[src/rtl/flow_pkg.sv]
// Shared state encoding for the flow processor stepping logic.
// The controlpath imports this package to decode current_state.
package flow_pkg;

    typedef enum logic [2:0] {
        ST_IDLE  = 3'd0,
        ST_STEP  = 3'd1,
        ST_RUN   = 3'd2,
        ST_BREAK = 3'd3,
        ST_ERROR = 3'd4
    } flow_step_state_t;

    localparam int FLOW_STEP_NUM_STATES = 5;

endpackage

[src/rtl/flow_bp_match.sv]
// Single masked instruction comparator for one breakpoint channel.
// Mask bits set to 1 take part in the compare; a disabled channel never hits.
module flow_bp_match #(
    parameter int W = 16
) (
    input  logic         i_enable,
    input  logic [W-1:0] i_instr,
    input  logic [W-1:0] i_pattern,
    input  logic [W-1:0] i_mask,
    output logic         o_hit
);

    assign o_hit = i_enable && (((i_instr ^ i_pattern) & i_mask) == '0);

endmodule

[src/rtl/flow_stepper.sv]
// Run/step clock-enable controller: free-run, N-instruction bursts, sticky error halt.
// Breakpoint channels are built only when FLOW_STEPPER_BREAKPOINT_EN is defined.
module flow_stepper
    import flow_pkg::*;
#(
    parameter int INSTR_WIDTH = 16,
    parameter int FLAG_WIDTH  = 16,
    parameter int NUM_BP      = 2,
    parameter int COUNT_WIDTH = 16
) (
    input  logic                          clock,
    input  logic                          resetn,
    input  logic                          user_clock,
    input  logic                          clock_lock,
    input  logic [COUNT_WIDTH-1:0]        burst_count,
    input  logic [INSTR_WIDTH-1:0]        current_instruction,
    input  logic                          instr_done,
    input  logic [FLAG_WIDTH-1:0]         errorbit,
    input  logic [NUM_BP-1:0]             bp_enable,
    input  logic [NUM_BP*INSTR_WIDTH-1:0] bp_pattern,
    input  logic [NUM_BP*INSTR_WIDTH-1:0] bp_mask,
    output logic                          core_enable,
    output logic                          switch_clock,
    output logic [2:0]                    current_state,
    output logic [NUM_BP-1:0]             halted_bp,
    output logic [COUNT_WIDTH-1:0]        steps_remaining,
    output logic                          error_halt
);

    logic                   r_ul_s1, r_ul_s2, r_ul_s3, r_press;
    logic                   r_lk_s1, r_lk_s2, r_lk_d, r_switch;
    flow_step_state_t       r_state;
    logic                   r_core_enable;
    logic                   r_error_halt;
    logic [NUM_BP-1:0]      r_halted_bp;
    logic [COUNT_WIDTH-1:0] r_steps;

    logic                   w_lock;
    logic                   w_lock_rise;
    logic                   w_retire;
    logic                   w_error;
    logic                   w_hit;
    logic [NUM_BP-1:0]      w_hit_vec;
    logic [COUNT_WIDTH-1:0] w_load;
    logic [COUNT_WIDTH-1:0] w_steps_dec;

    // Both asynchronous buttons get two sync stages; user_clock adds a registered edge detector.
    always_ff @(posedge clock or negedge resetn) begin
        if (!resetn) begin
            r_ul_s1  <= 1'b0;
            r_ul_s2  <= 1'b0;
            r_ul_s3  <= 1'b0;
            r_press  <= 1'b0;
            r_lk_s1  <= 1'b0;
            r_lk_s2  <= 1'b0;
            r_lk_d   <= 1'b0;
            r_switch <= 1'b0;
        end else begin
            r_ul_s1  <= user_clock;
            r_ul_s2  <= r_ul_s1;
            r_ul_s3  <= r_ul_s2;
            r_press  <= r_ul_s2 & ~r_ul_s3;
            r_lk_s1  <= clock_lock;
            r_lk_s2  <= r_lk_s1;
            r_lk_d   <= r_lk_s2;
            r_switch <= r_lk_s2 ^ r_lk_d;
        end
    end

    assign w_lock      = r_lk_s2;
    assign w_lock_rise = r_lk_s2 & ~r_lk_d;
    assign w_retire    = instr_done & r_core_enable;
    assign w_error     = |errorbit;
    assign w_load      = (burst_count == '0) ? COUNT_WIDTH'(1) : burst_count;
    assign w_steps_dec = r_steps - COUNT_WIDTH'(1);

`ifdef FLOW_STEPPER_BREAKPOINT_EN
    for (genvar gi = 0; gi < NUM_BP; gi++) begin : g_bp
        flow_bp_match #(.W(INSTR_WIDTH)) u_bp_match (
            .i_enable  (bp_enable[gi]),
            .i_instr   (current_instruction),
            .i_pattern (bp_pattern[gi*INSTR_WIDTH +: INSTR_WIDTH]),
            .i_mask    (bp_mask[gi*INSTR_WIDTH +: INSTR_WIDTH]),
            .o_hit     (w_hit_vec[gi])
        );
    end
    assign halted_bp = r_halted_bp;
`else
    logic w_unused_bp;
    assign w_hit_vec   = '0;
    assign halted_bp   = '0;
    assign w_unused_bp = ^{bp_enable, bp_pattern, bp_mask, current_instruction, r_halted_bp};
`endif

    assign w_hit = |w_hit_vec;

    // Checks are taken only at retirement, so core_enable falls right after the final instr_done.
    always_ff @(posedge clock or negedge resetn) begin
        if (!resetn) begin
            r_state       <= ST_IDLE;
            r_core_enable <= 1'b0;
            r_error_halt  <= 1'b0;
            r_halted_bp   <= '0;
            r_steps       <= '0;
        end else begin
            case (r_state)
                ST_IDLE: begin
                    if (w_lock) begin
                        r_state       <= ST_RUN;
                        r_core_enable <= 1'b1;
                        r_steps       <= '0;
                    end else if (r_press) begin
                        r_state       <= ST_STEP;
                        r_core_enable <= 1'b1;
                        r_steps       <= w_load;
                    end
                end
                ST_STEP: begin
                    if (w_retire && w_error) begin
                        r_state       <= ST_ERROR;
                        r_core_enable <= 1'b0;
                        r_error_halt  <= 1'b1;
                        r_steps       <= w_steps_dec;
                    end else if (w_retire && w_hit) begin
                        r_state       <= ST_BREAK;
                        r_core_enable <= 1'b0;
                        r_halted_bp   <= w_hit_vec;
                        r_steps       <= w_steps_dec;
                    end else if (w_lock) begin
                        r_state <= ST_RUN;
                        r_steps <= '0;
                    end else if (w_retire) begin
                        r_steps <= w_steps_dec;
                        if (r_steps == COUNT_WIDTH'(1)) begin
                            r_state       <= ST_IDLE;
                            r_core_enable <= 1'b0;
                        end
                    end
                end
                ST_RUN: begin
                    if (w_retire && w_error) begin
                        r_state       <= ST_ERROR;
                        r_core_enable <= 1'b0;
                        r_error_halt  <= 1'b1;
                    end else if (w_retire && w_hit) begin
                        r_state       <= ST_BREAK;
                        r_core_enable <= 1'b0;
                        r_halted_bp   <= w_hit_vec;
                    end else if (w_retire && !w_lock) begin
                        r_state       <= ST_IDLE;
                        r_core_enable <= 1'b0;
                    end
                end
                ST_BREAK: begin
                    if (r_press) begin
                        r_state       <= ST_STEP;
                        r_core_enable <= 1'b1;
                        r_steps       <= w_load;
                        r_halted_bp   <= '0;
                    end else if (w_lock_rise) begin
                        r_state       <= ST_RUN;
                        r_core_enable <= 1'b1;
                        r_steps       <= '0;
                        r_halted_bp   <= '0;
                    end
                end
                ST_ERROR: begin
                    r_core_enable <= 1'b0;
                    r_error_halt  <= 1'b1;
                end
                default: begin
                    r_state       <= ST_IDLE;
                    r_core_enable <= 1'b0;
                end
            endcase
        end
    end

    assign core_enable     = r_core_enable;
    assign switch_clock    = r_switch;
    assign current_state   = r_state;
    assign steps_remaining = r_steps;
    assign error_halt      = r_error_halt;

endmodule

[config.mk]
export PLATFORM = sky130hd
export DESIGN_NAME = flow_stepper
export DESIGN_NICKNAME = d
export VERILOG_FILES = /design/src/rtl/flow_pkg.sv /design/src/rtl/flow_bp_match.sv /design/src/rtl/flow_stepper.sv
export SDC_FILE = /design/constraint.sdc
export NUM_CORES = 1
export LEC_CHECK = 0
export CAP_MARGIN = 0
export CORE_MARGIN = 3
export CORE_UTILIZATION = 36
export CTS_CLUSTER_SIZE = 25
export DETAILED_ROUTE_END_ITERATION = 12
export HOLD_SLACK_MARGIN = 0.03
export PLACE_DENSITY = 0.87
export SLEW_MARGIN = 40
export SYNTH_ARGS = -nofsm -noshare
export SYNTH_HDL_FRONTEND = slang
export SYNTH_SLANG_ARGS = --single-unit
[constraint.sdc]
create_clock -name clock -period 4.1 [get_ports clock]
set_input_delay 1.23 -clock clock [delete_from_list [all_inputs] [get_ports clock]]
set_output_delay 1.23 -clock clock [all_outputs]
set_load 0.01 [all_outputs]
==> results summary, run 1 <==
The run finished with clean final reports. The part of the total power dissipated in combinational logic came out at 0.534. The die width came out at approximately 76 um. Dividing the synthesized area by the synthesized cell count gives 9.070 um2. Setup repair after global routing left no endpoint under its margin.

Of the cells placed in the final design, the portion with a size suffix greater than 1 is 0.07087. The share of the clock period used by the worst path came out at 0.7983. Hold repair after CTS inserted 0 buffers. The cell count after synthesis came out at roughly 200.

The number of clock buffers added by TritonCTS is 5. The cell area after synthesis came out at 1787 um2. The number of setup buffers added after CTS came out at 0.

The growth of design area from synthesis to finish came out at 39.50%. The worst-margin pin slew came out at 788.3 ps. The clock-pin slew of the registers on the worst-case setup and hold paths is roughly 70 ps.

The post-synthesis sequential area ratio is 0.4062. The critical path is of the input pin to flip-flop type. Fill cells in the final layout number 445.

The initial standard-cell utilization of the core is 0.3758. The die footprint came out at about 6000 um2. The primary flip-flop cell chosen by synthesis mapping is sky130_fd_sc_hd__dfrtp_1.

The number of antenna cells inserted is 0. The worst slew margin relative to its limit came out at 0.4745. Setup slack closes at around 830 ps. The worst clock skew is 11.28 ps. The final count of hold timing violations came to 0. The number of iterations in the first detailed-routing pass came out at 4. The clock insertion delay at the later pin of the skew report is a little under 300 ps. The maximum resistive drop on vdd came out at 0.3529 mV. The internal power came out at 0.8700 mW. The routed layout has about 1800 vias.

The worst setup path is captured at a flip-flop. Routability-driven placement finished with a final weighted congestion of 0.8646. CTS saw 29 sinks. The final cell count without fillers came out at about 320. The fraction of power spent switching nets is 0.4365. The async set-or-reset flop fraction in the synthesized netlist is 1.000. The power share of the clock group is 0.151. The number of setup violations in the final report is 0. The highest net fanout along the worst path is 10.

The number of rows created at floorplan is 25. The ratio of total power to cell area came out at a little over 600 nW/um2. In this run the power spent charging and discharging nets is about 0.67 mW. The number of violations reported at the end of detailed-routing iteration 0 came out at roughly 140.

The average vias per placed instance is 5.664. The total area inside the core boundary comes to 4755 um2. The first-pass GRT wire length is 8424 um. The per-cell routed wire length is 15.78 um.

The maximum count of clock buffers along a single path came out at 2. The count of different cell masters after synthesis came out at 54. The post-route core utilization came out at 0.5242. The path class of the tightest hold or removal check is flip-flop to flip-flop. The flip-flop and latch count after synthesis came out at 29. STA puts the critical path data arrival time at 3450 ps. The total instance count after detailed placement is 313. The maximum number of pins on one net before global-route repair came out at 30. The data required time of the critical path came out at 4270 ps. The net total in the final layout came out at around 380. For this run the aggregate overflow at the end of global routing stands at 0.

Subtracting the final worst setup slack from the clock period gives roughly 3300 ps. The largest area contributor in the netlist is sky130_fd_sc_hd__dfrtp_1. The total length of routed wires is 5064 um. Once detail routing completed, the nets flagged for antenna violations numbered 0. The number of enable flip-flop cells after synthesis came out at 0.

The number of top-level design ports came out at 143. The warning count from the yosys run is 0. The number of max-cap violations is 0. The number of antenna violations at the first check in global routing came out at 0. The share of total power in sequential cells is 0.315. The tree is rooted in a sky130_fd_sc_hd__clkbuf_8.

The half-perimeter wire length of the detailed placement result is between 3000 and 4000 um. The die height is approximately 76 um. The via count of the first global-routing pass is about 1700. The hold path depth is 0. The highest clock frequency the design can meet is 305.5 MHz. The CTS tree is built. The number of gates given a new drive strength after cts is 0.

The number of buffers added on ports came out at 58. The final routed DRC violation total came out at 0. The count of H-tree levels built during CTS came out at 2. The setup TNS came out at 0 ps. At the placement stage, the worst setup path has a slack of approximately 500 ps. The number of cell instances on the worst register-to-register path is 6. The all-layer global routing usage came out at 0.1782. The count of pins over their slew limit is 0. Summed over all cells, the static leakage comes to 0.9572 nW.

The top-area cell type share of the netlist area is 0.4062. STA classifies the critical path startpoint as an input pin. Yosys attributes the largest share of cell area to sky130_fd_sc_hd__dfrtp_1, sky130_fd_sc_hd__o21ai_0, sky130_fd_sc_hd__inv_1. On the final layout, the worst hold slack is between 300 and 400 ps.
flip-flops by register name, indices dropped and copies added, names as in the netlist:
signal	flops
r_lk_s2	1
switch_clock	1
r_press	1
error_halt	1
steps_remaining	16
r_lk_d	1
current_state	3
core_enable	1
r_ul_s2	1
r_lk_s1	1
r_ul_s1	1
r_ul_s3	1
critical path: stages:
cell and delay [ps]:
sky130_fd_sc_hd__clkdlybuf4s50_1 410, sky130_fd_sc_hd__or4_4 570, sky130_fd_sc_hd__o41ai_4 450, sky130_fd_sc_hd__a21o_1 390, sky130_fd_sc_hd__o21ai_2 100, sky130_fd_sc_hd__a211o_1 290
layout by cell type (no fill, tap or decap), drive strengths merged, types with 3 or more instances in the layout:
master / instances
inv: 14
o21ai: 12
nand2b: 3
dfrtp: 29
o2bb2ai: 6
or3: 3
nor3: 9
o22ai: 5
buf: 3
clkdlybuf4s50: 58
and3: 3
clkbuf: 5
a32oi: 5
a21oi: 10
o31a: 3
nor2b: 3
nor2: 9
nand2: 14
a22oi: 3
or4: 4
nand3: 6
ha: 3
nor4: 8
power groups by stage:
| stage | Clock (mW) | Sequential (mW) | Combinational (mW) |
|---|---|---|---|
| 6_report | 0.233 | 0.487 | 0.824 |
| 2_1_floorplan | 0 | 0.475 | 0.525 |
| 3_3_place_gp | 0 | 0.482 | 0.797 |
| 5_1_grt | 0.249 | 0.502 | 0.912 |
| 3_5_place_dp | 0 | 0.487 | 0.822 |
| 4_1_cts | 0.239 | 0.484 | 0.825 |
cells by family (layout without fill, tap and decap cells):
logic type | count (synthesis) | in the layout | synth area share
simple gates | 70 | 70 | 0.2129
compound gates | 66 | 66 | 0.2829
flops | 29 | 29 | 0.4062
buf+inv | 27 | 83 | 0.07002
fa+ha+maj | 3 | 3 | 0.02101
other cells | 1 | 2 | 0.002099
xor+xnor | 1 | 1 | 0.004903
cell usage after synthesis (all sizes together) (4+ instances only):
library cell  count
dfrtp            29
inv              14
nand2            14
o21ai            12
a21oi            10
buf               9
nor2              9
nor3              9
nor4              8
nand3             6
o2bb2ai           6
a32oi             5
o22ai             5
clkbuf            4
or4               4
layer usage:
layer / share of wire / up-vias / track usage
met5: 0 / - / 0
met4: 0.013 / 0 / 0.05435
li1: - / 864 / -
met2: 0.45 / 91 / 0.2891
met1: 0.44 / 856 / 0.2254
met3: 0.097 / 7 / 0.05792
area by class of cell:
cell class	count	area, um2	area share
Tap cell	67	83.83	0.03363
Clock buffer	5	68.82	0.02761
Sequential cell	29	725.7	0.2912
Multi-Input combinational cell	142	940.9	0.3775
Timing Repair Buffer	61	603.1	0.2420
Inverter	14	52.55	0.02108
Clock inverter	3	17.52	0.007028
final timing paths:
check	startpoint	slack [ps]	end
worst max-delay path	errorbit[1]	830	steps_remaining[6]
worst min register to register	r_lk_s1	350	r_lk_s2
min in group asynchronous	resetn	1320	steps_remaining[15]
worst max register to register	r_lk_s2	1520	steps_remaining[6]
worst min-delay path	r_lk_s1	350	r_lk_s2
max in group asynchronous	resetn	2490	switch_clock
metrics by stage:
step	total power, mW	cell area [um2]
final	1.544	2492
after global routing	1.663	2492
after CTS	1.547	2492
after detailed placement	1.308	2406
after global placement	1.279	2406
after floorplan	0.9997	1790
No activity file was read; power rests on OpenSTA's default activity.
==> run 2: changes to the inputs <==
--- a/config.mk
+++ b/config.mk
@@ -7,11 +7,11 @@
 export LEC_CHECK = 0
 export CAP_MARGIN = 0
 export CORE_MARGIN = 3
-export CORE_UTILIZATION = 36
+export CORE_UTILIZATION = 30
 export CTS_CLUSTER_SIZE = 25
 export DETAILED_ROUTE_END_ITERATION = 12
 export HOLD_SLACK_MARGIN = 0.03
-export PLACE_DENSITY = 0.87
+export PLACE_DENSITY = 0.77
 export SLEW_MARGIN = 40
 export SYNTH_ARGS = -nofsm -noshare
 export SYNTH_HDL_FRONTEND = slang
==> constraint.sdc (replaced) <==
create_clock -name clock -period 2.65 [get_ports clock]
set_input_delay 0.795 -clock clock [delete_from_list [all_inputs] [get_ports clock]]
set_output_delay 0.795 -clock clock [all_outputs]
set_load 0.01 [all_outputs]
==> run 2 against run 1 <==
  * Total power is 70% higher
  * Design area grew 9.8%
  * Clock skew decreased by 2.6 ps
  * Die area increased by 18%
  * Combinational power up 80%
  * Critical path depth increased by 2
  * Worst hold slack gained 1.0 ps
  * Register-to-register slack got worse by 1200 ps
==> results summary, run 2 (synthesis results as in run 1) <==
The run finished with clean final reports. The number of cell instances on the worst register-to-register path came to 7 (+1). Leaving out fill and tap cells, the most frequent cell in the layout is sky130_fd_sc_hd__clkdlybuf4s50_1. The worst-margin pin slew is 521.5 ps (-266.8 ps). The net total in the final layout came out at 390 (+4.0%). The final routed DRC violation total is 0 (unchanged). The number of clock sinks came out at 29 (unchanged). The internal power came out at 1.525 mW (+75%).

The growth of design area from synthesis to finish came out at 53.22%. The endpoint identified for the worst register-to-register timing path is steps_remaining[6]. The number of violations reported at the end of detailed-routing iteration 0 is 142 (+3.6%).

The final critical-path required period is 2592 ps. The number of top-level design ports is 143 (unchanged). The worst-case setup slack after placement came to -360.0 ps (-861.4 ps). The path with the worst hold slack has its endpoint at r_lk_s2. The count of pins over their slew limit is 0 (unchanged). The final count of hold timing violations is 0 (unchanged).

The data required time of the critical path is 2810 ps (-1460 ps). The highest net fanout along the worst path came to 7 (-3). The number of max-cap violations came to 0 (unchanged). The number of antenna violations at the first check in global routing came out at 0 (unchanged).

The count of buffer and inverter cells on the critical path came out at 3 (+2). The path class of the tightest hold or removal check is flip-flop to flip-flop. The number of buffers inserted by hold repair at cts is 0 (unchanged).

The net switching component of the power came out at 1.107 mW (+64%). The number of rows created at floorplan is 27 (+8.0%). The clock insertion delay at the later pin of the skew report came to 280 ps (about the same). The ratio of total power to cell area came to 961.2 nW/um2 (+55%).

The worst register-to-register path begins at r_lk_s2. The total global routing overflow was 0 (unchanged). The maximum number of pins on one net before global-route repair was 30 (unchanged). The die width is 83.18 um (+8.8%). The power share of the clock group is 0.154 (+0.003). The setup path with the least slack is of type input pin to flip-flop. The number of iterations in the first detailed-routing pass came out at 4 (unchanged).

The die footprint came out at 6918 um2 (+18%). The worst clock skew is 8.644 ps (-2.637 ps). The data arrival time of the critical path came out at 2750 ps (-700 ps). The highest clock frequency the design can meet came out at 385.8 MHz.

The flip-flop count of the largest register after layout was 16 (unchanged). The number of routed nets with antenna violations came out at 0 (unchanged). The count of H-tree levels built during CTS came out at 2 (unchanged).

The number of antenna cells inserted came out at 0 (unchanged). The number of buffers added on ports came out at 58 (unchanged). The maximum resistive drop on vdd came out at 0.5394 mV (+53%). The share of total power in sequential cells came out at 0.286 (-0.029). The register-to-register setup slack came out at 350 ps (-1170 ps). The maximum count of clock buffers along a single path came to 2 (unchanged). The routed via count is 1887 (+3.8%). The sequential standard cell area came out at 725.7 um2 (unchanged). The initial standard-cell utilization of the core came out at 0.3167 (-0.05909). The via count of the first global-routing pass came out at 1879 (+8.4%). TritonCTS built the clock tree. The final worst setup slack is 57.99 ps (-769.1 ps).

The critical path's largest stage delay came out at 520 ps (-50 ps). In the layout the commonest cells are sky130_fd_sc_hd__clkdlybuf4s50_1, sky130_fd_sc_hd__dfrtp_1, sky130_fd_sc_hd__inv_1, sky130_fd_sc_hd__nand2_1, sky130_fd_sc_hd__buf_4. The share of the clock period used by the worst path is 0.9781. The leakage power total came out at 1.135 nW (+19%).

STA classifies the critical path startpoint as an input pin. The number of clock buffers inserted by TritonCTS came out at 5 (unchanged). The total instance count after detailed placement is 332 (+6.1%).

The die height came to 83.18 um (+8.8%). The ratio of cells with drive above 1 in the final layout came out at 0.1599 (+0.08899). The clock-pin slew of the registers on the worst-case setup and hold paths is 60 ps (about the same). The buffer cell driving the clock tree root is sky130_fd_sc_hd__clkbuf_8. The half-perimeter wire length of the detailed placement result was 4030 um (+6.7%). The average vias per placed instance is 5.534 (-2.3%). The number of setup violations in the final report came to 0 (unchanged).

The final cell count without fillers was 341 (+6.2%). The part of the total power dissipated in combinational logic is 0.561 (+0.027). The fraction of power spent switching nets came out at 0.4207 (-0.01583). The hold path depth is 0 (unchanged).

The critical-path cell with the highest stage delay is sky130_fd_sc_hd__or4_4. The first-pass GRT wire length is 9094 um (+8.0%). The area used by multi-input combinational logic is 1010 um2 (+7.3%). The all-layer global routing usage was 0.1613 (-0.01693). The startpoint identified for the worst hold timing path is r_lk_s1.

The per-cell routed wire length was 16.06 um (+1.8%). Traced cell by cell, the critical path runs through clkdlybuf4s50_1, or4_4, o41ai_4, buf_4, a21oi_4, buf_6, a32oi_1, o2bb2ai_1. The worst slew margin relative to its limit was 0.6503 (+0.1758). Grouping stages by cell kind, the critical path spends the most delay in buffers and inverters. The total length of routed wires is 5477 um (+8.2%).

The floorplan core area is 5642 um2 (+19%). The number of fillers in the final layout is 540 (+21%). The routability congestion estimate came out at 0.9039 (+4.5%). The worst setup path is captured at a flip-flop.
-- run 2: power by group through the flow --
stage               clock [mW]  combinational [mW]  sequential (mW)
floorplan                    0               0.812            0.734
global placement             0                1.35            0.749
detailed placement           0                1.37            0.752
CTS                      0.420                1.41            0.748
global route             0.449                1.61            0.781
finish                   0.404                1.48            0.752
-- run 2: per-stage QoR --
| stage | area, um2 | power, mW | TNS [ps] | utilization | hold slack, ps |
|---|---|---|---|---|---|
| 3_3_place_gp | 2517 | 2.096 | -5483 | 0.4462 | 334.1 |
| 4_1_cts | 2670 | 2.581 | 0 | 0.4733 | 349.9 |
| 2_1_floorplan | 1790 | 1.547 | 0 | - | 331.2 |
| 3_5_place_dp | 2517 | 2.121 | -6224 | 0.4462 | 336.3 |
| 6_report | 2738 | 2.632 | 0 | 0.4853 | 347.1 |
| 5_1_grt | 2738 | 2.841 | -0.8602 | 0.4853 | 361.8 |
-- run 2: worst max-delay path by stage --
stage                            start                 end  cells after the start  slack [ps]
final                     errorbit[11]  steps_remaining[8]                      8          60
after CTS                 errorbit[14]  steps_remaining[8]                      8          10
after global placement     errorbit[1]  steps_remaining[1]                      7        -340
after detailed placement   errorbit[1]  steps_remaining[8]                      7        -360
after floorplan            errorbit[1]  steps_remaining[6]                      6         170
after global routing      errorbit[11]  steps_remaining[8]                      8        -0.9
-- run 2: routing by layer --
metal,vias to the layer above,track usage,wire (um),part of all wire
met1,883,0.2123,2412,0.44
met3,4,0.05060,452,0.083
met4,0,0.05498,27,0.0049
met5,-,0,0,0
li1,896,-,-,-
met2,104,0.2500,2584,0.47
-- run 2: worst register-to-register path: stages, from the launching register on --
cell and delay (ps):
sky130_fd_sc_hd__dfrtp_1 530, sky130_fd_sc_hd__ha_1 270, sky130_fd_sc_hd__nand3b_1 180, sky130_fd_sc_hd__a211oi_1 510, sky130_fd_sc_hd__a2111oi_1 90, sky130_fd_sc_hd__buf_4 200
sky130_fd_sc_hd__and3_1 160, sky130_fd_sc_hd__a211o_1 230
-- run 2: final cells by class --
type	instances	share of cell area
Multi-Input combinational cell	142	0.3688
Tap cell	72	0.03291
Clock buffer	7	0.03519
Clock inverter	1	0.001828
Timing Repair Buffer	76	0.2770
Sequential cell	29	0.2651
Inverter	14	0.01920
-- run 2: what timing repair did --
action | CTS | global route
setup buffers | 1 | 0
resized for setup | 10 | 20
pin swaps | 7 | 10
setup endpoints to repair | 16 | 15
==> run 3: changes to the inputs <==
--- a/config.mk
+++ b/config.mk
@@ -5,13 +5,14 @@
 export SDC_FILE = /design/constraint.sdc
 export NUM_CORES = 1
 export LEC_CHECK = 0
-export CAP_MARGIN = 0
+export CELL_PAD_IN_SITES_DETAIL_PLACEMENT = 0
+export CELL_PAD_IN_SITES_GLOBAL_PLACEMENT = 1
 export CORE_MARGIN = 3
-export CORE_UTILIZATION = 30
+export CORE_UTILIZATION = 20
 export CTS_CLUSTER_SIZE = 25
 export DETAILED_ROUTE_END_ITERATION = 12
 export HOLD_SLACK_MARGIN = 0.03
-export PLACE_DENSITY = 0.77
+export PLACE_DENSITY_LB_ADDON = 0.1
 export SLEW_MARGIN = 40
 export SYNTH_ARGS = -nofsm -noshare
 export SYNTH_HDL_FRONTEND = slang
==> run 3 against run 2 <==
  * First-iteration DRC count down 63%
  * Global-route usage down 3.3 points
  * Maximum frequency up 0.63%
  * Clock skew down 5.0 ps
  * Worst hold slack better by 12 ps
  * Flip-flop and latch count unchanged
  * Highest routed layer unchanged
  * Combinational power up 13%
  * Die area up 46%
  * Register-to-register slack better by 230 ps
  * Total power up 5.8%
==> results summary, run 3 (synthesis results as in run 1) <==
The flow ran to the end, and the final reports show no timing, DRC or antenna violations. After detailed routing, no signal wire sits above met4. The clock-pin slew of the registers on the worst-case setup and hold paths came to 70 ps (about the same). The die height is 100.5 um (+21%).

The worst clock skew came out at 3.643 ps (-5.001 ps). The routability congestion estimate is 0.7545 (-17%). The routed via count came out at 1884 (-0.16%). The die footprint came out at 10100 um2 (+46%). The average vias per placed instance is 4.843 (-12%). The worst-margin pin slew came to 603.5 ps (+82.00 ps). The net switching component of the power came out at 1.181 mW (+6.7%). The per-cell routed wire length came to 16.07 um (about the same).

The critical-path cell with the highest stage delay is sky130_fd_sc_hd__or4_4. The first-pass GRT wire length came out at 10180 um (+12%). The tightest min-delay check is of the flip-flop to flip-flop type. The maximum count of clock buffers along a single path is 2 (unchanged). The critical path's largest stage delay is 560 ps (+40 ps). The highest clock frequency the design can meet was 388.2 MHz (+0.63%). The data arrival time of the critical path came to 2750 ps (about the same). The critical path in this run is classified as input pin to flip-flop. The number of antenna cells inserted is 0 (unchanged). The clock insertion delay at the later pin of the skew report is 280 ps (about the same). The half-perimeter wire length of the detailed placement result came out at 4822 um (+20%).

The number of clock buffers inserted by TritonCTS came out at 5 (unchanged). The worst setup path is captured at a flip-flop. The maximum resistive drop on vdd is 0.3204 mV (-41%). The final critical-path required period is 2576 ps (-16.20 ps).

The ratio of total power to cell area came out at 953.5 nW/um2 (-0.80%). The count of H-tree levels built during CTS is 2 (unchanged). The sum of met2 wire segment lengths after detailed routing is 2856 um (+11%). STA classifies the critical path startpoint as an input pin. The internal power is 1.603 mW (+5.2%).

The highest net fanout along the worst path came out at 2 (-5). The number of iterations in the first detailed-routing pass came out at 4 (unchanged). The tree is rooted in a sky130_fd_sc_hd__clkbuf_8. The net total in the final layout was 405 (+3.8%). The part of the total power dissipated in combinational logic is 0.599 (+0.038). The data required time of the critical path came out at 2820 ps (about the same). The count of pins over their slew limit is 0 (unchanged). The share of the clock period used by the worst path came to 0.9720 (-0.006112).

The detailed-routed wire length on met3 is 309 um (-32%). The setup TNS came to 0 ps (unchanged). The total routed wire length on the met1 layer was 3029 um (+26%). The number of violations reported at the end of detailed-routing iteration 0 came out at 53 (-63%). The number of antenna violations at the first check in global routing is 0 (unchanged).

The CTS tree is built. In this run the worst setup path begins at errorbit[7]. The maximum number of pins on one net before global-route repair is 30 (unchanged). The final routed DRC violation total is 0 (unchanged).

The most common cell after layout, fill and taps aside is sky130_fd_sc_hd__clkdlybuf4s50_1. The top cell types in the final layout, fill and taps aside, are sky130_fd_sc_hd__clkdlybuf4s50_1, sky130_fd_sc_hd__dfrtp_1, sky130_fd_sc_hd__buf_4. The flip-flop count of the largest register after layout is 16 (unchanged). The all-layer global routing usage came out at 0.1279 (-0.03336).

The floorplan core area is 8423 um2 (+49%). The number of routed nets with antenna violations is 0 (unchanged). The fraction of power spent switching nets came out at 0.4243 (+0.003627). The number of setup violations in the final report came to 0 (unchanged).

The worst slew margin relative to its limit is 0.5940 (-0.05628). The total global routing overflow is 0 (unchanged). The number of buffers added on ports came out at 58 (unchanged). The total length of routed wires is 6250 um (+14%). The power share of the clock group came out at 0.148 (-0.006). The number of max-cap violations is 0 (unchanged). The total instance count after detailed placement is 377 (+14%). The count of buffer and inverter cells on the critical path came out at 3 (unchanged).

The die width was 100.5 um (+21%). The number of fillers in the final layout came out at 919 (+70%). The startpoint identified for the worst hold timing path is r_lk_s1.

The initial standard-cell utilization of the core came out at 0.2121 (-0.1046). The share of total power in sequential cells was 0.253 (-0.033). The final cell count without fillers came out at 389 (+14%).

The signal on the critical path passes through dlygate4sd2_1, or4_4, buf_4, buf_6, o41a_1, a32o_1, or2_4. The hold slack came out at 358.9 ps (+11.89 ps). The growth of design area from synthesis to finish is 63.45%.

The number of clock sinks is 29 (unchanged). Setup repair after global routing left no endpoint under its margin. The leakage power total came out at 1.213 nW (+6.9%).

The final worst setup slack is 74.18 ps (+16.20 ps). The via count of the first global-routing pass came out at 1948 (+3.7%). The post-route core utilization was 0.3467 (-0.1386). The ratio of cells with drive above 1 in the final layout is 0.2324 (+0.07254).

The number of buffers inserted by hold repair at cts came out at 0 (unchanged). In this run the critical register-to-register path is launched from steps_remaining[6]. Grouping stages by cell kind, the critical path spends the most delay in simple AND/OR/NAND/NOR gates. The worst-case setup slack after placement is -393.6 ps (-33.64 ps). The number of rows created at floorplan is 33 (+22%).

The final count of hold timing violations came to 0 (unchanged). The number of top-level design ports came out at 143 (unchanged).
[run 3: routing by layer]
layer / vias up / global-route usage
li1: 920 / -
met5: - / 0
met1: 917 / 0.1810
met3: 5 / 0.02907
met4: 0 / 0.02798
met2: 42 / 0.1993
[run 3: path summary, 6_finish.rpt]
| check | end | slack [ps] | cells after the start |
|---|---|---|---|
| max | error_halt | 70 | 7 |
| min | r_lk_s2 | 360 | 0 |
| max reg2reg | core_enable | 580 | 5 |
| min reg2reg | r_lk_s2 | 360 | 0 |
| max in group asynchronous | steps_remaining[12] | 1440 | 2 |
| min in group asynchronous | steps_remaining[7] | 900 | 2 |
[run 3: what timing repair did]
action                                  in CTS  in global routing
cloned                                       0                  0
pin swaps                                   12                 11
endpoints found under the setup margin      17                 17
buffers inserted                             2                  3
gates resized for setup                     16                 24
[run 3: worst reg2reg max path: stages, from the launching register on]
cell                        delay (ps)
sky130_fd_sc_hd__dfrtp_1           470
sky130_fd_sc_hd__nor4_1            560
sky130_fd_sc_hd__nand4_1           350
sky130_fd_sc_hd__a32o_1            340
sky130_fd_sc_hd__o21ai_0           160
sky130_fd_sc_hd__o2bb2ai_1          80
[run 3: layout make-up]
type / instances / area, um2 / area share
flip-flops and latches: 29 / 725.7 / 0.2485
multi-input cells: 142 / 1051 / 0.3599
well taps: 105 / 131.4 / 0.04499
repair buffers: 91 / 858.3 / 0.2939
clock buffers: 7 / 96.34 / 0.03299
inverters: 14 / 52.55 / 0.01799
clock inverters: 1 / 5.005 / 0.001714
[run 3: power by group through the flow]
stage	logic (mW)	clock network (mW)	registers [mW]
2_1_floorplan	0.812	0	0.734
3_3_place_gp	1.57	0	0.714
3_5_place_dp	1.55	0	0.712
4_1_cts	1.60	0.430	0.704
5_1_grt	1.86	0.447	0.725
6_report	1.67	0.412	0.703
[run 3: through the flow]
| step | power (mW) | cell area, um2 |
|---|---|---|
| after floorplan | 1.547 | 1790 |
| after global placement | 2.281 | 2654 |
| after detailed placement | 2.261 | 2654 |
| after CTS | 2.730 | 2810 |
| after global routing | 3.028 | 2920 |
| final | 2.785 | 2920 |
==> RTL change 1 (flow settings as in run 2) <==
Add a define of `FLOW_STEPPER_BREAKPOINT_EN`.
--- a/src/rtl/flow_stepper.sv
+++ b/src/rtl/flow_stepper.sv
@@ -1,4 +1,6 @@
 // Run/step clock-enable controller: free-run, N-instruction bursts, sticky error halt.
 // Breakpoint channels are built only when FLOW_STEPPER_BREAKPOINT_EN is defined.
+`define FLOW_STEPPER_BREAKPOINT_EN
+
 module flow_stepper
     import flow_pkg::*;
Formal check against the unedited RTL: not equivalent (a bounded check fails within 10 cycles, from zero or initial values and one cycle with resetn low).
==> RTL change 1 against run 2 <==
Sequential cell count increased by 2; synthesized area increased by 38%; cell count increased by 62%; synthesized cell count increased by 38%; routed wire length increased by 70%; design area increased by 64%; utilization increased by 8.6 points; clock skew decreased by 0.0046 ns; fmax increased by 0.55%; setup slack improved by 0.014 ns; via count increased by 54%; register-to-register slack got worse by 0.09 ns; largest cell class is now buffers.
Power is left out: it rests on default switching activity, and per cell area and clock period it moved more than threefold.
==> RTL change 1: results (changes against run 2) <==
Setup path
  • Cell family with most CP delay: buffers and inverters (unchanged)
  • CP peak stage delay: 0.47 ns (was 0.52 ns)
  • Crit-path slowest cell: clkdlybuf4s50_1 (was or4_4)
  • Critical path fanouts, max: 3 (was 7)

Global routing
  • GR Util All Layers: 0.194 (was 0.161)
  • GR Util met1: 0.234 (was 0.212)
  • First-pass GRT wire length: 15000 um (was 9090 um)
  • Largest net degree at the start of global routing: 32 (was 30)
  • Vias in the first global route: 2972 (was 1879)
  • Met2 Usage GRT: 0.338 (was 0.250)
  • M3 GR Usage: 0.0425 (was 0.0506)

Drt
  • Post-DR wirelength/cell: 16.8 um (was 16.1 um)
  • WL met1: 3690 um (was 2410 um)
  • Vias/cell: 5.25 (was 5.53)
  • Wire length on met3: 666 um (was 452 um)

Finish
  • Layout cell share with drive strength beyond 1: 0.191 (was 0.160)
  • Nets@finish: 572 (was 390)

CTS
  • # resized after CTS: 54 (was 10)
  • Post-CTS Repair Setup Buffers: 8 (was 1)

Placement
  • Routability congestion estimate: 0.915 (was 0.904)
  • # port buffers: 142 (was 58)
  • DP Area: 4150 um^2 (was 2520 um^2)

Timing
  • Worst slew pin tran: 0.493 ns (was 0.521 ns)

Status
  • Status: finished, final reports clean (unchanged)

Synthesis
  • Post-synth top cells: xor2_1 (33), dfrtp_1 (31), nand2_1 (23) (was dfrtp_1 (29), inv_1 (14), nand2_1 (14))
  • Synth area leaders: dfrtp_1 (31%), xor2_1 (12%), a22oi_1 (4.6%) (was dfrtp_1 (41%), o21ai_0 (3.1%), inv_1 (2.9%))
[RTL change 1: changes by cell type after synthesis, sizes merged, moves of 5 or more]
cell     delta
xor2       +33
a22oi      +12
o21ai      +10
nand2       +9
a221o       +8
nor2        +8
o2bb2ai     -6
a32oi       -5
and2        +5
o22ai       -5
[RTL change 1: worst paths after layout]
kind / start / endpoint / slack [ns] / cells after the start
worst max register to register: steps_remaining[12] / current_state[0] / 0.26 / 7
worst max-delay path: errorbit[2] / current_state[0] / 0.07 / 9
min in group asynchronous: resetn / steps_remaining[3] / 0.90 / 2
worst min register to register: r_lk_s1 / r_lk_s2 / 0.35 / 0
worst min-delay path: r_lk_s1 / r_lk_s2 / 0.35 / 0
max in group asynchronous: resetn / steps_remaining[4] / 1.44 / 2
[RTL change 1: kinds of logic (layout without fill, tap and decap cells)]
kind of cell,after synthesis,in the layout,synth area share
AOI/OAI and AO/OA,72,72,0.219
muxes,7,7,0.0305
and+or+nand+nor,106,106,0.263
DFF,31,31,0.315
adders and majority gates,3,3,0.0152
xor gates and xnor gates,33,33,0.117
buffers and inverters,20,199,0.0401
[RTL change 1: final cells by class]
cell class	instances	area [um^2]
flip-flops and latches	31	776
inverters	10	37.5
clock inverters	1	5.00
multi-input cells	221	1720
well taps	102	128
repair buffers	181	1740
fillers	696	3360
clock buffers	7	76.3
[RTL change 1: per-stage QoR]
| step | cells | utilization | setup TNS, ns |
|---|---|---|---|
| after floorplan | 272 | - | 0 |
| after global placement | 533 | 0.529 | -6.86 |
| after detailed placement | 533 | 0.529 | -7.62 |
| after CTS | 549 | 0.546 | 0 |
| after global routing | 553 | 0.572 | -0.155 |
| final | 553 | 0.572 | 0 |
==> RTL change 2 (settings of run 2) <==
Without the edit above. Register the output `steps_remaining` once more, with the module's reset; this adds one clock of latency there. The other outputs are not delayed to match.
--- a/src/rtl/flow_stepper.sv
+++ b/src/rtl/flow_stepper.sv
@@ -180,5 +180,11 @@
     assign switch_clock    = r_switch;
     assign current_state   = r_state;
-    assign steps_remaining = r_steps;
+    always_ff @(posedge clock or negedge resetn) begin
+        if (!resetn) begin
+            steps_remaining <= '0;
+        end else begin
+            steps_remaining <= r_steps;
+        end
+    end
     assign error_halt      = r_error_halt;
 
Check against the original RTL: not equivalent (a bounded check fails within 10 cycles, from zero or initial values and one cycle with resetn low).
==> RTL change 2 against run 2 <==
Design area is 11% higher; sequential share of layout area is 11 points higher; sequential cell count is 16 higher; total power is 13% higher; count of clock-buffer cells in the layout is 1 lower; synthesized area is 22% higher; routed wire length is 3.2% lower; setup slack better by 0.12 ns; clock skew is 0.0028 ns lower; highest routed layer unchanged.
==> RTL change 2: results (changes against run 2) <==
Placement
  • DP HPWL: 4030 um (about the same)
  • # port buffers: 58 (unchanged)
  • Routability congestion estimate: 0.885 (was 0.904)
  • Placed Instances: 371 (was 332)

Finish
  • Post-Layout Cell Count: 379 (was 341)
  • Layout cell share with drive strength beyond 1: 0.113 (was 0.160)
  • Fillers: 662 (was 540)
  • N_diodes: 0 (unchanged)
  • Nets@finish: 404 (was 390)

CTS
  • # resized after CTS: 0 (was 10)
  • Clk buf depth: 2 (unchanged)
  • Clk Latency, worst-skew pair: 0.29 ns
  • Htree depth: 2 (unchanged)
  • Clock Pin Slew Worst Setup and Hold Paths: 0.08 ns (was 0.06 ns)
  • Clock root cell: clkbuf_8 (unchanged)
  • TritonCTS Buffers: 5 (unchanged)
  • Post-CTS Repair Setup Buffers: 0 (was 1)

Synthesis
  • Yosys warns: 0 (unchanged)
  • Async S/R FF share, synth: 1.00 (unchanged)
  • Synth cell types: 52 (was 54)
  • Sequential area share after synthesis: 0.517 (was 0.406)
  • Mean Syn Cell Area: 10.3 um^2 (was 9.07 um^2)
  • Synth area leaders: dfrtp_1 (52%), nor4_1 (3.2%), a21oi_1 (3.0%) (was dfrtp_1 (41%), o21ai_0 (3.1%), inv_1 (2.9%))
  • Post-synth top cells: dfrtp_1 (45), inv_1 (16), a21oi_1 (13) (was dfrtp_1 (29), inv_1 (14), nand2_1 (14))

Power and ir drop
  • Leakage: 1.23 nW (was 1.13 nW)
  • Peak supply drop: 0.407 mV (was 0.539 mV)

Drt
  • Total Wirelength: 5300 um (was 5480 um)
  • Vias/cell: 5.13 (was 5.53)
  • Drt pass-1 iters: 5 (was 4)
  • 1st-iter DRT viols: 119 (was 142)

Setup path
  • Crit-path slowest cell: or4_1 (was or4_4)
  • Worst R2R Start: r_lk_s2 (unchanged)
  • Reg-to-Reg End: r_steps[2] (was steps_remaining[6])
  • CP peak stage delay: 0.52 ns (about the same)
  • Worst r2r path cells: 7 (unchanged)
  • Flop-to-flop setup slack: 0.29 ns (was 0.35 ns)
  • Critical path fanouts, max: 4 (was 7)
  • Cell family with most CP delay: simple AND/OR/NAND/NOR gates (was buffers and inverters)
  • Arrival time worst endpoint: 2.68 ns (was 2.75 ns)

Timing
  • Final hold slack: 0.355 ns (was 0.347 ns)
  • Clock Skew: 0.00589 ns (was 0.00864 ns)
  • Max transition margin: 0.637 (was 0.650)
  • Final Hold Viols: 0 (unchanged)

Global routing
  • Largest net degree at the start of global routing: 46 (was 30)
  • Antenna violations before repair: 0 (unchanged)
  • First-pass GRT wire length: 9000 um (was 9090 um)
  • Vias in the first global route: 1932 (was 1879)
  • GR Util All Layers: 0.130 (was 0.161)

Worst hold path
  • Tightest Hold Check Type: flip-flop to flip-flop (unchanged)
  • HP Start: r_ul_s1 (was r_lk_s1)
  • Hold path cells: 0 (unchanged)
  • Worst Hold End: r_ul_s2 (was r_lk_s2)

Status
  • Status: finished, final reports clean (unchanged)
RTL change 2: cell types whose count changed after synthesis, sizes merged, moves of 3 or more:
cell     delta
o21ai       -3
a21oi       +4
a32oi       -4
nor4        +3
nand3       +5
o2bb2ai     -4
nor3        -5
o211ai      +6
dfrtp      +16
nand4       +3
RTL change 2: area by class of cell:
class | instances | area share
inverters | 16 | 0.0198
multi-input cells | 140 | 0.301
repair buffers | 74 | 0.238
well taps | 96 | 0.0397
clock buffers | 6 | 0.0240
flip-flops and latches | 45 | 0.372
clock inverters | 2 | 0.00496
RTL change 2: how the worst max path moves through the flow:
stage / from / end / slack, ns / cells after the start
6_report: instr_done / r_steps[10] / 0.18 / 6
5_1_grt: errorbit[10] / r_steps[9] / 0.12 / 7
4_1_cts: instr_done / r_steps[10] / 0.21 / 6
3_3_place_gp: instr_done / r_steps[10] / -0.1 / 6
3_5_place_dp: errorbit[9] / r_steps[9] / -0.1 / 7
2_1_floorplan: instr_done / r_steps[10] / 0.50 / 5
RTL change 2: power by group:
group	internal [mW]	leakage (nW)	total, mW	switching (mW)
combinational	0.730	0.624	1.48	0.750
clock	0.186	0.0374	0.410	0.224
sequential	0.901	0.567	1.09	0.190
total	1.82	1.23	2.98	1.16
RTL change 2: through the flow:
step	TNS [ns]	instance area (um^2)	total power, mW	utilization	worst slack (ns)
finish	0	3030	2.98	0.438	0.177
global route	0	3030	3.20	0.438	0.117
CTS	0	3030	2.99	0.438	0.209
detailed placement	-0.452	2940	2.57	0.426	-0.0956
global placement	-0.347	2940	2.54	0.426	-0.0999
floorplan	0	2180	1.98	-	0.499
RTL change 2: logic make-up (layout without fill, tap and decap cells):
family | count (synthesis) | in the layout | share of synthesized area
flops | 45 | 45 | 0.517
simple gates | 76 | 76 | 0.202
other cells | 1 | 2 | 0.00172
buf+inv | 27 | 98 | 0.0655
mux | 2 | 2 | 0.00920
fa+ha+maj | 3 | 3 | 0.0172
compound gates | 55 | 55 | 0.179
xor+xnor | 2 | 2 | 0.00805
RTL change 2: per-layer routing:
layer  share of wire  vias up  track usage
met4          0.0075        0       0.0276
met3           0.070        4       0.0290
li1                -      923            -
met2            0.47       78        0.208
met5               0        -            0
met1            0.45      941        0.181
